$ cat src/rtl/reorder_buffer.sv
// Circular in-order reorder buffer: dispatch allocates at the tail, writeback marks entries ready, retire pops the head.
// Optional macro ROB_WB_BYPASS_EN forwards a same-cycle writeback to the head entry straight onto rob_head.
package reorder_buffer_pkg;
  localparam int ROB_DEPTH  = 16;
  localparam int ROB_TAG_W  = $clog2(ROB_DEPTH);
  localparam int ROB_DATA_W = 64;

  typedef struct packed {
    logic [4:0]            rd;
    logic [7:0]            ctrl_bits;
    logic                  ready;
    logic [ROB_TAG_W-1:0]  tag;
    logic [ROB_DATA_W-1:0] value;
  } rob_entry;
endpackage

module reorder_buffer
  import reorder_buffer_pkg::*;
#(
  parameter int DEPTH  = ROB_DEPTH,
  parameter int TAG_W  = $clog2(DEPTH),
  parameter int DATA_W = ROB_DATA_W
) (
  input  logic              clk,
  input  logic              reset,
  input  logic              alloc_valid,
  input  rob_entry          alloc_entry,
  output logic [TAG_W-1:0]  alloc_tag,
  output logic              alloc_accept,
  output logic              rob_full,
  output logic              rob_empty,
  output logic [TAG_W:0]    count,
  input  logic              wb_valid,
  input  logic [TAG_W-1:0]  wb_tag,
  input  logic [DATA_W-1:0] wb_value,
  output rob_entry          rob_head,
  input  logic              rob_decrement,
  input  logic              flush
);

  rob_entry             entry_q [DEPTH];
  logic [DEPTH-1:0]     valid_q;
  logic [TAG_W-1:0]     head_q;
  logic [TAG_W-1:0]     tail_q;
  logic [TAG_W:0]       count_q;
  logic                 do_pop;
  logic                 wb_hit;
  rob_entry             head_view;
  rob_entry             new_entry;

  // Full/empty come from the occupancy count; head==tail is ambiguous.
  assign count        = count_q;
  assign rob_full     = (count_q == (TAG_W+1)'(DEPTH));
  assign rob_empty    = (count_q == '0);
  assign alloc_tag    = tail_q;
  assign alloc_accept = alloc_valid && !rob_full;

  always_comb begin
    head_view = valid_q[head_q] ? entry_q[head_q] : '0;
`ifdef ROB_WB_BYPASS_EN
    if (wb_valid && (wb_tag == head_q) && valid_q[head_q]) begin
      head_view.ready = 1'b1;
      head_view.value = wb_value;
    end
`endif
  end

  assign rob_head = head_view;

  // Only ready heads retire; a writeback racing with the pop of its own slot is dropped.
  assign do_pop = rob_decrement && !rob_empty && head_view.ready;
  assign wb_hit = wb_valid && valid_q[wb_tag] && !(do_pop && (wb_tag == head_q));

  always_comb begin
    new_entry       = alloc_entry;
    new_entry.tag   = tail_q;
    new_entry.ready = 1'b0;
    new_entry.value = '0;
  end

  always_ff @(posedge clk) begin
    if (reset || flush) begin
      head_q  <= '0;
      tail_q  <= '0;
      count_q <= '0;
      valid_q <= '0;
      for (int i = 0; i < DEPTH; i++) begin
        entry_q[i] <= '0;
      end
    end else begin
      if (wb_hit) begin
        entry_q[wb_tag].value <= wb_value;
        entry_q[wb_tag].ready <= 1'b1;
      end
      // Allocation is written after writeback so it wins on the tail slot.
      if (alloc_accept) begin
        entry_q[tail_q] <= new_entry;
        valid_q[tail_q] <= 1'b1;
        tail_q          <= tail_q + TAG_W'(1);
      end
      if (do_pop) begin
        valid_q[head_q] <= 1'b0;
        head_q          <= head_q + TAG_W'(1);
      end
      case ({alloc_accept, do_pop})
        2'b10:   count_q <= count_q + (TAG_W+1)'(1);
        2'b01:   count_q <= count_q - (TAG_W+1)'(1);
        default: count_q <= count_q;
      endcase
    end
  end

endmodule

$ cat config.mk
export PLATFORM = sky130hd
export DESIGN_NAME = reorder_buffer
export DESIGN_NICKNAME = d
export VERILOG_FILES = /design/src/rtl/reorder_buffer.sv
export SDC_FILE = /design/constraint.sdc
export NUM_CORES = 2
export LEC_CHECK = 0
export BUFFER_PORTS_ARGS = -buffer_cell sky130_fd_sc_hd__buf_2
export CORE_MARGIN = 1.5
export CORE_UTILIZATION = 30
export CTS_CLUSTER_DIAMETER = 100
export DETAILED_ROUTE_END_ITERATION = 10
export HOLD_SLACK_MARGIN = 0.02
export PLACE_DENSITY = 0.43
export SLEW_MARGIN = 15
export SYNTH_ARGS = -nofsm -noshare
export SYNTH_HDL_FRONTEND = slang
export SYNTH_SLANG_ARGS = --single-unit
export TNS_END_PERCENT = 10
$ cat constraint.sdc
create_clock -name clk -period 3.7 [get_ports clk]
set_input_delay 0.37 -clock clk [delete_from_list [all_inputs] [get_ports clk]]
set_output_delay 0.37 -clock clk [all_outputs]
set_load 0.05 [all_outputs]
==> impl_metrics.ini <==
[clocking]
clkSinkCount = 1345
tritoncts_clock_tree = built
htreeDepth = 4
clkTransAtPathRegs_ns = 0.06
cts.path.max_buffers = 3
cts-buffers-inserted = 158
clock_tree.root_cell = sky130_fd_sc_hd__clkbuf_16
worst_skew_pair.late_latency_ns = 0.81

[yosys]
synth_edf_count = 272
synthArstFlopShare = 0
synth_xor_xnor_area_share = 0.001801
synth-seq-cells = 1345
synthMuxAreaShare = 0.3116
yosys.area_share.adder = 0.002177
synth_warnings = 0
synth_top_family_by_area = multiplexers
synth.largest_area_cell = sky130_fd_sc_hd__dfxtp_1
netlist_instances = 6050
synth_largest_type_area_fraction = 0.3398
netlist-cell-type-count = 45
complex_gate_fraction_of_the_synthesized_area = 0.009935
synth_ff_type = sky130_fd_sc_hd__dfxtp_1
synth-simple-area-share = 0.1613
synth_area_leaders = sky130_fd_sc_hd__dfxtp_1 (34%), sky130_fd_sc_hd__mux2i_1 (16%), sky130_fd_sc_hd__mux4_2 (15%), sky130_fd_sc_hd__edfxtp_1 (13%), sky130_fd_sc_hd__nand2_1 (12%)
seq_area_frac_synth = 0.4690
synth.cells.most_frequent = sky130_fd_sc_hd__nand2_1 (2070), sky130_fd_sc_hd__dfxtp_1 (1073), sky130_fd_sc_hd__mux2i_1 (1028), sky130_fd_sc_hd__mux4_2 (417), sky130_fd_sc_hd__clkbuf_1 (393)
syn-cell-area_um2 = 63220
avgSynthCellArea_um2 = 10.45
synth_most_common_cell = sky130_fd_sc_hd__nand2_1

[final_layout]
multiInputGateArea_um2 = 31330
n_fill_cell = 20710
stdcell_count = 9018
drive_above_1_share = 0.1782
area.sequential_um2 = 29660
fin_util = 0.3551
final_net_count = 6240
areaGrowthSynthToFinish_pct = 17.72

[critical_path]
crit_type = register to primary output
critPathArrivalTime_ns = 3.32
worstPathRequired_ns = 3.33
crit-reg2reg-capture = entry_q[14][56]$_SDFFE_PP0P_
worstSetupStartpointType = register
r2r_slack_ns = 0.20
critical_path.max_fanout = 22
worst_setup_path_end_kind = primary output
rr_worst_depth = 9

[detailed_routing]
routed_via_density = 5.060
1st_iter_drt_viols = 3666
vias = 45630
wire_length_reported_by_the_detailed_router_mm = 236.7
ant_nets = 0
wl_per_cell_um = 26.25
drt_pass1_iterations = 5
drc = 0

[placement]
place.detailed.instances = 8607
hpwl_mm = 125.1
io_buffer_count = 180
pre_cts_slack_ns = 0.2939
gpl.final_weighted_congestion = 0.7474

[sta]
rsz_0062_raised_after_global_routing = true
tightest_pin_transition_ns = 1.177
worst_clock_skew_ns = 0.03408
fmaxAchievable_mhz = 271.3
tmin_final_ns = 3.686
hold_violations = 0
setup_viol_count_final = 0
period_share = 0.9963
final_max_slew_viol_count = 0
timing.final.ws_setup_ns = 0.01365
timing.setup.tns_ns = 0
max_slew_margin = 0.2124

[floorplanning]
core-area_um2 = 209600
die_width_um = 462.1
floorplan.rows = 168
floorplan.io_pins = 250
floorplan.die.height_um = 462.1
fp.dieArea_um2 = 213500
initial_core_util = 0.3017

[status]
run_status = complete, no violations

[global_route]
groute.usage.overall = 0.2189
grt_start_max_net_pins = 68
grt_antenna_before_repair = 24
grt_pass1_vias = 46200
grt-ovfl-total = 0
global_route_wire_length_before_repair_mm = 339.8

[worst_hold_path]
whs_path_depth = 2
whs_endpoint = entry_q[6][70]$_DFFE_PP_
worstHoldPathType = primary input to register
hold_start = alloc_entry[70]

[flow_run]
max_cap_viols = 0

[pwr]
report.power.total_mw = 32.31
static-leakage-power_nw = 27.71
ir_drop_worst_case_vdd_mv = 0.4757
power_per_cell_area_nw_per_um2 = 434.2
[layout make-up]
class | count | share of cell area
timing repair buffer | 467 | 0.06105
sequential | 1345 | 0.3986
tap | 2805 | 0.04716
antenna | 12 | 0.0004035
multi-input combinational | 4055 | 0.4210
clock inverter | 49 | 0.008659
inverter | 46 | 0.002421
clock buffer | 239 | 0.06073
[how the worst max path moves through the flow]
stage               slack [ns]                   start                    end
floorplan                 0.05   count[2]$_SDFFE_PP0P_  count[4]$_SDFFE_PP0P_
global placement          0.18  head_q[0]$_SDFFE_PP0N_  count[4]$_SDFFE_PP0P_
detailed placement        0.29  head_q[0]$_SDFFE_PP0N_  count[4]$_SDFFE_PP0P_
CTS                      -0.05                register           rob_head[58]
global route             -0.03                register            rob_head[6]
finish                    0.01  head_q[2]$_SDFFE_PP0N_           rob_head[24]
[report_power, final]
part,total (mW),switching [mW],internal (mW),leakage (nW)
Combinational,1.42,1.05,0.369,13.6
Clock,15.8,6.74,9.05,2.50
Sequential,15.1,0.0368,15.1,11.7
Total,32.3,7.82,24.5,27.7
[cells in the final DEF (no fill, tap or decap), types with 13 or more instances in the layout]
| cell | n |
|---|---|
| sky130_fd_sc_hd__o21a_1 | 16 |
| sky130_fd_sc_hd__nor3_2 | 13 |
| sky130_fd_sc_hd__buf_12 | 61 |
| sky130_fd_sc_hd__buf_16 | 17 |
| sky130_fd_sc_hd__nand2_1 | 2058 |
| sky130_fd_sc_hd__buf_6 | 21 |
| sky130_fd_sc_hd__a311oi_1 | 16 |
| sky130_fd_sc_hd__clkbuf_8 | 24 |
| sky130_fd_sc_hd__buf_2 | 159 |
| sky130_fd_sc_hd__mux4_2 | 417 |
| sky130_fd_sc_hd__and2_1 | 217 |
| sky130_fd_sc_hd__a21oi_1 | 23 |
| sky130_fd_sc_hd__buf_4 | 132 |
| sky130_fd_sc_hd__nor2b_1 | 82 |
| sky130_fd_sc_hd__mux2i_1 | 1028 |
| sky130_fd_sc_hd__dfxtp_1 | 1070 |
| sky130_fd_sc_hd__a21oi_4 | 16 |
| sky130_fd_sc_hd__nor3_1 | 13 |
| sky130_fd_sc_hd__edfxtp_1 | 272 |
| sky130_fd_sc_hd__conb_1 | 16 |
| sky130_fd_sc_hd__nor2_1 | 48 |
| sky130_fd_sc_hd__dlygate4sd3_1 | 74 |
| sky130_fd_sc_hd__inv_1 | 43 |
| sky130_fd_sc_hd__clkbuf_1 | 56 |
| sky130_fd_sc_hd__clkbuf_16 | 160 |
[flip-flops by register name, indices dropped and copies added, names as in the netlist, named ones only]
name	flops
entry_q	1312
valid_q	16
count	5
alloc_tag	4
head_q	4
[what timing repair did]
| item | 4_1_cts | 5_1_grt |
|---|---|---|
| gates cloned | 9 | 1 |
| hold endpoints to repair | 1151 | 0 |
| pin swaps | 1 | 1 |
| setup endpoints to repair | 78 | 33 |
| gates resized for setup | 54 | 25 |
| hold buffers | 74 | 0 |
| setup buffers | 23 | 4 |
[per-layer routing]
| layer | global-route usage | part of all wire |
|---|---|---|
| met5 | 0 | 0.00023 |
| met4 | 0.05111 | 0.021 |
| met3 | 0.03311 | 0.054 |
| met2 | 0.3659 | 0.47 |
| met1 | 0.2961 | 0.45 |
[through the flow]
stage	area (um^2)	hold WS, ns
after floorplan	63280	0.4315
after global placement	67680	0.4384
after detailed placement	67680	0.4429
after CTS	74250	0.03374
after global routing	74400	0.06839
final	74420	0.08127
[cells by family after synthesis]
| logic type | count (synthesis) |
|---|---|
| buffers and inverters | 665 |
| DFF | 1345 |
| xor gates and xnor gates | 13 |
| adders and majority gates | 11 |
| AOI/OAI and AO/OA | 89 |
| other | 1 |
| and+or+nand+nor | 2480 |
| muxes | 1446 |
[worst max-delay path, cell delays in order, from the launching register on]
cell and delay, ns:
sky130_fd_sc_hd__dfxtp_1 0.48, sky130_fd_sc_hd__nor2b_1 0.41, sky130_fd_sc_hd__a22o_1 0.28, sky130_fd_sc_hd__nor2_4 0.05, sky130_fd_sc_hd__buf_4 0.14, sky130_fd_sc_hd__buf_12 0.17, sky130_fd_sc_hd__nor2b_1 0.60, sky130_fd_sc_hd__buf_4 0.32
Note: power is estimated with default switching activity, not from simulation.
